$ cat src/rtl/uart_pkg.sv
// Shared types and line-level constants for the UART transmit path.
package uart_pkg;

    typedef enum logic [2:0] {
        IDLE,
        START,
        DATA,
        PARITY,
        STOP
    } tx_state_t;

    localparam logic LINE_IDLE  = 1'b1;
    localparam logic LINE_START = 1'b0;

endpackage

$ cat src/rtl/uart_baud_gen.sv
// Bit-period timer: counts 0..CLK_DIV-1 while run is high, pulses bit_tick on the last count.
module uart_baud_gen #(
    parameter int CLK_DIV = 16
) (
    input  logic clk,
    input  logic reset,
    input  logic run,
    output logic bit_tick
);

    localparam int CW = (CLK_DIV > 1) ? $clog2(CLK_DIV) : 1;
    localparam logic [CW-1:0] LAST = CW'(CLK_DIV - 1);

    logic [CW-1:0] count;

    assign bit_tick = run && (count == LAST);

    always_ff @(posedge clk or negedge reset) begin
        if (!reset) begin
            count <= '0;
        end else if (!run || bit_tick) begin
            count <= '0;
        end else begin
            count <= count + CW'(1);
        end
    end

endmodule

$ cat src/rtl/uart_tx_ctrl.sv
// UART transmit sequencer: start bit, LSB-first data, optional parity, stop bit(s).
// Define UART_TX_PARITY_EN to add the parity_odd input and the PARITY state.
module uart_tx_ctrl
    import uart_pkg::*;
#(
    parameter int CLK_DIV   = 16,
    parameter int DATA_BITS = 8,
    parameter int STOP_BITS = 1
) (
    input  logic                 clk,
    input  logic                 reset,
    input  logic [DATA_BITS-1:0] tx_data,
    input  logic                 tx_valid,
`ifdef UART_TX_PARITY_EN
    input  logic                 parity_odd,
`endif
    output logic                 tx_ready,
    output logic                 txd,
    output logic                 tx_busy,
    output logic                 tx_done
);

    localparam int BW = $clog2(DATA_BITS);
    localparam logic [BW-1:0] LAST_BIT  = BW'(DATA_BITS - 1);
    localparam logic          LAST_STOP = 1'(STOP_BITS - 1);

    tx_state_t            state, state_next;
    logic [DATA_BITS-1:0] shreg, shreg_next;
    logic [BW-1:0]        bit_cnt, bit_cnt_next;
    logic                 stop_cnt, stop_cnt_next;
    logic                 txd_next;
    logic                 busy_next;
    logic                 done_next;
    logic                 accept;
    logic                 bit_tick;
`ifdef UART_TX_PARITY_EN
    logic                 parity_bit, parity_next;
`endif

    // Handshake: a byte moves when tx_valid and tx_ready are both high at a
    // rising edge; tx_ready is high only in IDLE, so inputs are ignored mid-frame.
    assign tx_ready = (state == IDLE);
    assign accept   = tx_valid && tx_ready;

    uart_baud_gen #(
        .CLK_DIV (CLK_DIV)
    ) u_baud (
        .clk      (clk),
        .reset    (reset),
        .run      (state != IDLE),
        .bit_tick (bit_tick)
    );

    always_ff @(posedge clk or negedge reset) begin
        if (!reset) begin
            state <= IDLE;
        end else begin
            state <= state_next;
        end
    end

    always_comb begin
        state_next    = state;
        shreg_next    = shreg;
        bit_cnt_next  = bit_cnt;
        stop_cnt_next = stop_cnt;
        done_next     = 1'b0;
`ifdef UART_TX_PARITY_EN
        parity_next   = parity_bit;
`endif
        case (state)
            IDLE: begin
                if (accept) begin
                    state_next = START;
                    shreg_next = tx_data;
`ifdef UART_TX_PARITY_EN
                    parity_next = (^tx_data) ^ parity_odd;
`endif
                end
            end
            START: begin
                if (bit_tick) begin
                    state_next   = DATA;
                    bit_cnt_next = '0;
                end
            end
            DATA: begin
                if (bit_tick) begin
                    shreg_next   = shreg >> 1;
                    bit_cnt_next = bit_cnt + BW'(1);
                    if (bit_cnt == LAST_BIT) begin
`ifdef UART_TX_PARITY_EN
                        state_next = PARITY;
`else
                        state_next = STOP;
`endif
                        stop_cnt_next = 1'b0;
                    end
                end
            end
            PARITY: begin
                if (bit_tick) begin
                    state_next    = STOP;
                    stop_cnt_next = 1'b0;
                end
            end
            STOP: begin
                if (bit_tick) begin
                    if (stop_cnt == LAST_STOP) begin
                        state_next = IDLE;
                        done_next  = 1'b1;
                    end else begin
                        stop_cnt_next = stop_cnt + 1'b1;
                    end
                end
            end
            default: state_next = IDLE;
        endcase
    end

    // Line level is registered from the next state so txd changes on the same
    // edge as the state it belongs to.
    always_comb begin
        txd_next  = LINE_IDLE;
        busy_next = (state_next != IDLE);
        case (state_next)
            IDLE:   txd_next = LINE_IDLE;
            START:  txd_next = LINE_START;
            DATA:   txd_next = shreg_next[0];
`ifdef UART_TX_PARITY_EN
            PARITY: txd_next = parity_next;
`else
            PARITY: txd_next = LINE_IDLE;
`endif
            STOP:   txd_next = LINE_IDLE;
            default: txd_next = LINE_IDLE;
        endcase
    end

    always_ff @(posedge clk or negedge reset) begin
        if (!reset) begin
            shreg    <= '0;
            bit_cnt  <= '0;
            stop_cnt <= 1'b0;
            txd      <= LINE_IDLE;
            tx_busy  <= 1'b0;
            tx_done  <= 1'b0;
        end else begin
            shreg    <= shreg_next;
            bit_cnt  <= bit_cnt_next;
            stop_cnt <= stop_cnt_next;
            txd      <= txd_next;
            tx_busy  <= busy_next;
            tx_done  <= done_next;
        end
    end

`ifdef UART_TX_PARITY_EN
    always_ff @(posedge clk or negedge reset) begin
        if (!reset) begin
            parity_bit <= 1'b0;
        end else begin
            parity_bit <= parity_next;
        end
    end
`endif

endmodule

$ cat config.mk
export PLATFORM = sky130hd
export DESIGN_NAME = uart_tx_ctrl
export DESIGN_NICKNAME = d
export VERILOG_FILES = /design/src/rtl/uart_pkg.sv /design/src/rtl/uart_baud_gen.sv /design/src/rtl/uart_tx_ctrl.sv
export SDC_FILE = /design/constraint.sdc
export NUM_CORES = 1
export LEC_CHECK = 0
export CELL_PAD_IN_SITES_DETAIL_PLACEMENT = 0
export CELL_PAD_IN_SITES_GLOBAL_PLACEMENT = 2
export CORE_AREA = 2 2 64 60
export CTS_BUF_LIST = sky130_fd_sc_hd__clkbuf_4
export CTS_CLUSTER_SIZE = 10
export DETAILED_ROUTE_END_ITERATION = 16
export DIE_AREA = 0 0 66 62
export PLACE_DENSITY = 0.72
export SLEW_MARGIN = 0
export SYNTH_ARGS = -nofsm -noshare
export SYNTH_HDL_FRONTEND = slang
export SYNTH_HIERARCHICAL = 1
export SYNTH_SLANG_ARGS = --single-unit
$ cat constraint.sdc
create_clock -name clk -period 2 [get_ports clk]
set_input_delay 0.3 -clock clk [delete_from_list [all_inputs] [get_ports clk]]
set_output_delay 0.3 -clock clk [all_outputs]
set_load 0.03 [all_outputs]
==> flow_metrics.env, run 1 <==
export IMPL_htreeDepth=1
export IMPL_cts_tree="done"
export IMPL_worst_path_max_delay_cell="dfrtp_1"
export IMPL_total_leakage_power_uw=0.000598
export IMPL_avgRoutedWirePerCell_um=13.5
export IMPL_worst_r2r_path_depth=8
export IMPL_synth_cell_types=37
export IMPL_netlist_instances=98
export IMPL_synthesis_nets=112
export IMPL_worstMarginPinSlew_ps=376
export IMPL_startpoint_type="flip-flop"
export IMPL_relSlewSlack=0.750
export IMPL_cp_required_ps=2230
export IMPL_fin_skew_ps=2.84
export IMPL_arrival_ps=2040
export IMPL_dieWidth_um=66
export IMPL_ys_seq_area_frac=0.489
export IMPL_dp_slack_ps=132
export IMPL_cts_setup_buffers=0
export IMPL_crit_type="reg -> reg"
export IMPL_grt_max_degree=22
export IMPL_rsz0062_at_grt="false"
export IMPL_area_growth_syn_to_layout_pct=21.5
export IMPL_finalCriticalPeriod_ps=1810
export IMPL_grt_pass1_vias=811
export IMPL_grt_usage=0.124
export IMPL_rows=21
export IMPL_vias_per_cell=4.98
export IMPL_whs_ps=338
export IMPL_worst_path_max_fanout=10
export IMPL_clk_latency_ps=300
export IMPL_ys_warn_count=6
export IMPL_die_y_um=62
export IMPL_powerDensity_mw_per_mm2=524
export IMPL_power_uw=685
export IMPL_wl_met3_um=82
export IMPL_cts_reportedPaths_clkPinSlew_ps=120
export IMPL_cp_num_cells=8
export IMPL_crit_family="simple AND/OR/NAND/NOR gates"
export IMPL_setup_violations_final=0
export IMPL_path_cells="inv_1 > nand3_1 > inv_1 > nor2_1 > buf_4 > and4bb_2 > a22oi_2 > a41oi_2"
export IMPL_final_cell_mix="dfrtp_1, clkdlybuf4s50_1, nand2_1, nand3_1, a22oi_1"
export IMPL_synthesis_area_per_instance_um2=11.0
export IMPL_ys_ff_latch=21
export IMPL_highest_layer="met4"
export IMPL_finalHoldViolCount=0
export IMPL_hp_class="in -> async"
export IMPL_wl_met1_mm=1.07
export IMPL_layout_cells_most_common="dfrtp_1"
export IMPL_routabilityCongestion=0.675
export IMPL_dr_pass1_iters=4
export IMPL_io_buffers=14
export IMPL_fin_ws_ps=188
export IMPL_antenna_found_initial=0
export IMPL_fp_dieArea_mm2=0.00409
export IMPL_tns_ps=0
export IMPL_diodes=0
export IMPL_cap_violations=0
export IMPL_cts_root_buf="clkbuf_4"
export IMPL_crit_top_cell="inv_1"
export IMPL_hold_buffers=0
export IMPL_clk_path_buf_depth=2
export IMPL_cts_made_buffers=3
export IMPL_grt_pass1_wl_mm=3.75
export IMPL_drive_above_1_share=0.172
export IMPL_drt_first_iter_violations=24
export IMPL_wl_met2_mm=1.02
export IMPL_fmax_ghz=0.552
export IMPL_crit_path_end_kind="flip-flop"
export IMPL_coreArea_mm2=0.00352
export IMPL_fin_nets=131
export IMPL_path_buf_inv=3
export IMPL_status="completed"
export IMPL_clock_sinks=21
export IMPL_post_route_util=0.372
export IMPL_antenna_left=0
export IMPL_grt_overflow=0
export IMPL_start_util=0.306
export IMPL_hpwlAfterDp_mm=1.57
export IMPL_finalCritPeriodShare=0.906
export IMPL_num_vias=807
export IMPL_final_max_slew_viol_count=0
export IMPL_syn_area_mm2=0.00108
export IMPL_slowest_delay_ps=390
export IMPL_drc=0
export IMPL_peakVddDrop_mv=0.212
export IMPL_routed_wl_mm=2.19
export IMPL_io_pins=15
==> repair_timing <==
action / in CTS / in global routing
gates resized for setup: 1 / 3
pin swaps: 0 / 0
endpoints found under the setup margin: 1 / 4
==> logic make-up after synthesis <==
logic type / after synthesis / synth area share
buffers and inverters: 12 / 0.0685
adder cells (fa/ha/maj): 3 / 0.0348
flip-flops: 21 / 0.489
AND/OR/NAND/NOR: 36 / 0.213
XOR/XNOR: 1 / 0.00813
multiplexers: 1 / 0.00929
AO/OA/AOI/OAI: 24 / 0.178
==> area by class of cell <==
class / instances / area (um2)
clock buffer: 3 / 22.5
clock inverter: 1 / 5.00
fill: 380 / 2210
inverter: 5 / 18.8
multi-input combinational: 65 / 487
sequential: 21 / 527
tap: 46 / 57.6
timing repair buffer: 21 / 191
==> power breakdown <==
group          switching [uW]  internal, uW  total [uW]
Sequential               4.27           432         437
Combinational            18.8          24.9        43.7
Clock                     130          74.6         205
Total                     153           532         685
==> worst reg2reg max path, delay by kind of cell, from the launching register on <==
| kind | cells | cell delay (ps) |
|---|---|---|
| compound gates | 2 | 330 |
| buf+inv | 3 | 490 |
| flops | 1 | 390 |
| simple gates | 3 | 520 |
==> metrics by stage <==
stage / std cells / cell area [um2]
2_1_floorplan: 98 / 1080
3_3_place_gp: 158 / 1270
3_5_place_dp: 158 / 1270
4_1_cts: 162 / 1300
5_1_grt: 162 / 1310
6_report: 162 / 1310
==> registers in the layout (all words and copies together), names as in the netlist <==
name          count
u_baud/count      4
txd               1
tx_done           1
bit_cnt           3
shreg             8
state             3
tx_busy           1
==> final timing paths <==
check / start / endpoint / slack (ps)
setup / recovery: state[1] / txd / 190
hold / removal: reset / shreg[5] / 340
setup reg to reg: state[1] / txd / 190
hold reg to reg: u_baud/count[0] / u_baud/count[0] / 510
max in group asynchronous: reset / txd / 1380
min in group clk: u_baud/count[0] / u_baud/count[0] / 510
==> layer usage <==
layer  up-vias  track usage
met2         9        0.209
met5         -            0
met3         2       0.0396
li1        399            -
met4         0       0.0350
met1       397        0.155
==> Yosys cell counts, drive strengths merged <==
cell type	instances	area (um2)
a2111oi	1	8.76
a21o	1	7.51
a21oi	1	5.00
a22oi	9	72.6
a311oi	1	8.76
a31oi	1	6.26
a41oi	1	16.3
and2	1	6.26
and3	2	12.5
and3b	1	10.0
and4bb	1	12.5
buf	5	46.3
clkbuf	2	8.75
dfrtp	20	500
dfstp	1	26.3
ha	3	37.5
inv	5	18.8
mux2i	1	10.0
nand2	10	37.5
nand3	10	62.6
nand3b	2	15.0
nor2	4	15.0
nor3	1	5.00
nor3b	1	7.51
nor4b	1	23.8
o211ai	1	7.51
o21ai	2	10.0
o2bb2ai	3	26.3
o31ai	3	22.5
or4b	1	10.0
or4bb	1	11.3
xnor2	1	8.76
(Power assumes the default switching activity.)
==> inputs of run 2 (changes only) <==
==> constraint.sdc (replaced) <==
create_clock -name clk -period 2 [get_ports clk]
set_input_delay 0.3 -clock clk [delete_from_list [all_inputs] [get_ports clk]]
set_output_delay 0.3 -clock clk [all_outputs]
set_load 0.01 [all_outputs]
==> run 2 against run 1 <==
Compared with the run above: first-iteration DRC count increased by 13%; highest routed layer unchanged; core utilization is 0.11 points lower; clock skew grew 2.9 ps; combinational power fell by 4%.
==> flow_metrics.env, run 2 (synthesis gave the netlist of run 1 again) <==
export IMPL_layout_cells_most_common="dfrtp_1"
export IMPL_routabilityCongestion=0.675
export IMPL_swShare=0.227
export IMPL_final_max_slew_viol_count=0
export IMPL_crit_type="reg -> out"
export IMPL_clk_path_buf_depth=2
export IMPL_final_cell_mix="dfrtp_1, clkdlybuf4s50_1, nand2_1, nand3_1, a22oi_1"
export IMPL_routed_wl_mm=2.20
export IMPL_worstMarginPinSlew_ps=371
export IMPL_finalHoldViolCount=0
export IMPL_regMostFlops="shreg"
export IMPL_fin_ws_ps=148
export IMPL_grtUsageMet3=0.0396
export IMPL_dr_pass1_iters=3
export IMPL_dieWidth_um=66
export IMPL_fmax_ghz=0.540
export IMPL_reg_top3="shreg: 8 flops, u_baud/count: 4 flops"
export IMPL_power_switching_uw=156
export IMPL_cp_required_ps=1700
export IMPL_setup_worst_path_end="tx_ready"
export IMPL_cts_reportedPaths_clkPinSlew_ps=120
export IMPL_finalCritPeriodShare=0.926
export IMPL_rsz0062_at_grt="false"
export IMPL_grt_pass1_wl_mm=3.75
export IMPL_hpwlAfterDp_mm=1.57
export IMPL_vias_per_cell=5.00
export IMPL_io_buffers=14
export IMPL_relSlewSlack=0.752
export IMPL_area_growth_syn_to_layout_pct=21.1
export IMPL_fin_skew_ps=5.71
export IMPL_grt_max_degree=22
export IMPL_die_y_um=62
export IMPL_rows=21
export IMPL_io_pins=15
export IMPL_worst_r2r_path_depth=7
export IMPL_slowest_delay_ps=520
export IMPL_powerDensity_mw_per_mm2=527
export IMPL_startpoint="state[1]"
export IMPL_total_leakage_power_uw=0.000590
export IMPL_rrSetupSlack_ps=210
export IMPL_hp_class="in -> async"
export IMPL_power_share_clock=0.305
export IMPL_drt_first_iter_violations=27
export IMPL_place_inst=158
export IMPL_largest_reg_flops=8
export IMPL_setup_violations_final=0
export IMPL_comb_power_share=0.061
export IMPL_p_seq_frac=0.635
export IMPL_cts_made_buffers=3
export IMPL_fp_dieArea_mm2=0.00409
export IMPL_avgRoutedWirePerCell_um=13.6
export IMPL_peakVddDrop_mv=0.216
export IMPL_path_cells="inv_2 > nand3_1 > inv_1 > clkdlybuf4s50_1"
export IMPL_dp_slack_ps=132
export IMPL_clk_latency_ps=310
export IMPL_timing_rr_start="u_baud/count[0]"
export IMPL_cts_root_buf="clkbuf_4"
export IMPL_final_cells=162
export IMPL_intPower_uw=532
export IMPL_worst_path_max_delay_cell="clkdlybuf4s50_1"
export IMPL_tns_ps=0
export IMPL_diodes=0
export IMPL_grt_usage=0.124
export IMPL_cap_violations=0
export IMPL_r2r_end="txd"
export IMPL_arrival_ps=1550
export IMPL_fin_nets=131
export IMPL_worst_path_max_fanout=7
export IMPL_post_route_util=0.371
export IMPL_grt_overflow=0
export IMPL_startpoint_type="flip-flop"
export IMPL_busiest_layer="met2"
export IMPL_crit_path_end_kind="output port"
export IMPL_coreArea_mm2=0.00352
export IMPL_htreeDepth=1
export IMPL_grtUsageMet1=0.155
export IMPL_drive_above_1_share=0.172
export IMPL_cts_tree="done"
export IMPL_antenna_left=0
export IMPL_clock_sinks=21
export IMPL_drc=0
export IMPL_num_vias=810
export IMPL_start_util=0.306
export IMPL_status="completed"
export IMPL_grt_pass1_vias=811
export IMPL_finalCriticalPeriod_ps=1850
export IMPL_met2_usage=0.209
export IMPL_antenna_found_initial=0
export IMPL_hold_buffers=0
run 2: per-stage QoR:
stage	cell area, um2	hold slack, ps	total power [uW]
global placement	1270	476	487
finish	1310	329	688
floorplan	1080	4.41	452
CTS	1300	335	702
detailed placement	1270	486	488
global route	1310	323	720
run 2: worst min path at each step:
stage	endpoint	slack, ps	start	depth (start not counted)
6_report	shreg[4]	330	reset	2
5_1_grt	shreg[5]	320	reset	2
4_1_cts	shreg[4]	340	reset	2
3_5_place_dp	u_baud/count[0]	490	u_baud/count[0]	1
3_3_place_gp	u_baud/count[0]	480	u_baud/count[0]	1
2_1_floorplan	bit_cnt[0]	4	reset	0
run 2: worst max-delay path, delay by kind of cell, from the launching register on:
kind | cells | cell delay, ps
buffers and inverters | 3 | 710
flip-flops | 1 | 410
AND/OR/NAND/NOR | 1 | 130
run 2: final cells by class:
| type | count | area [um2] |
|---|---|---|
| Fill cell | 380 | 2220 |
| Multi-Input combinational cell | 65 | 482 |
| Timing Repair Buffer | 21 | 193 |
| Clock inverter | 1 | 5.00 |
| Inverter | 5 | 18.8 |
| Tap cell | 46 | 57.6 |
| Clock buffer | 3 | 22.5 |
| Sequential cell | 21 | 527 |
run 2: timing repair:
item | CTS | global route
buffers inserted | 0 | 0
gates resized for setup | 0 | 3
setup endpoints to repair | 0 | 5
hold endpoints to repair | 0 | 0
run 2: power by group through the flow:
stage                     logic [uW]  registers, uW  clock network (uW)
after floorplan                 7.82            444                   0
after global placement          42.1            445                   0
after detailed placement        42.6            445                   0
after CTS                       43.1            437                 222
after global routing            46.1            438                 236
final                           41.9            437                 210
run 2: metal layers:
metal / part of all wire / wire, um
met5: 0 / 0
met2: 0.47 / 1030
met4: 0.0045 / 10
met3: 0.041 / 90
met1: 0.49 / 1070
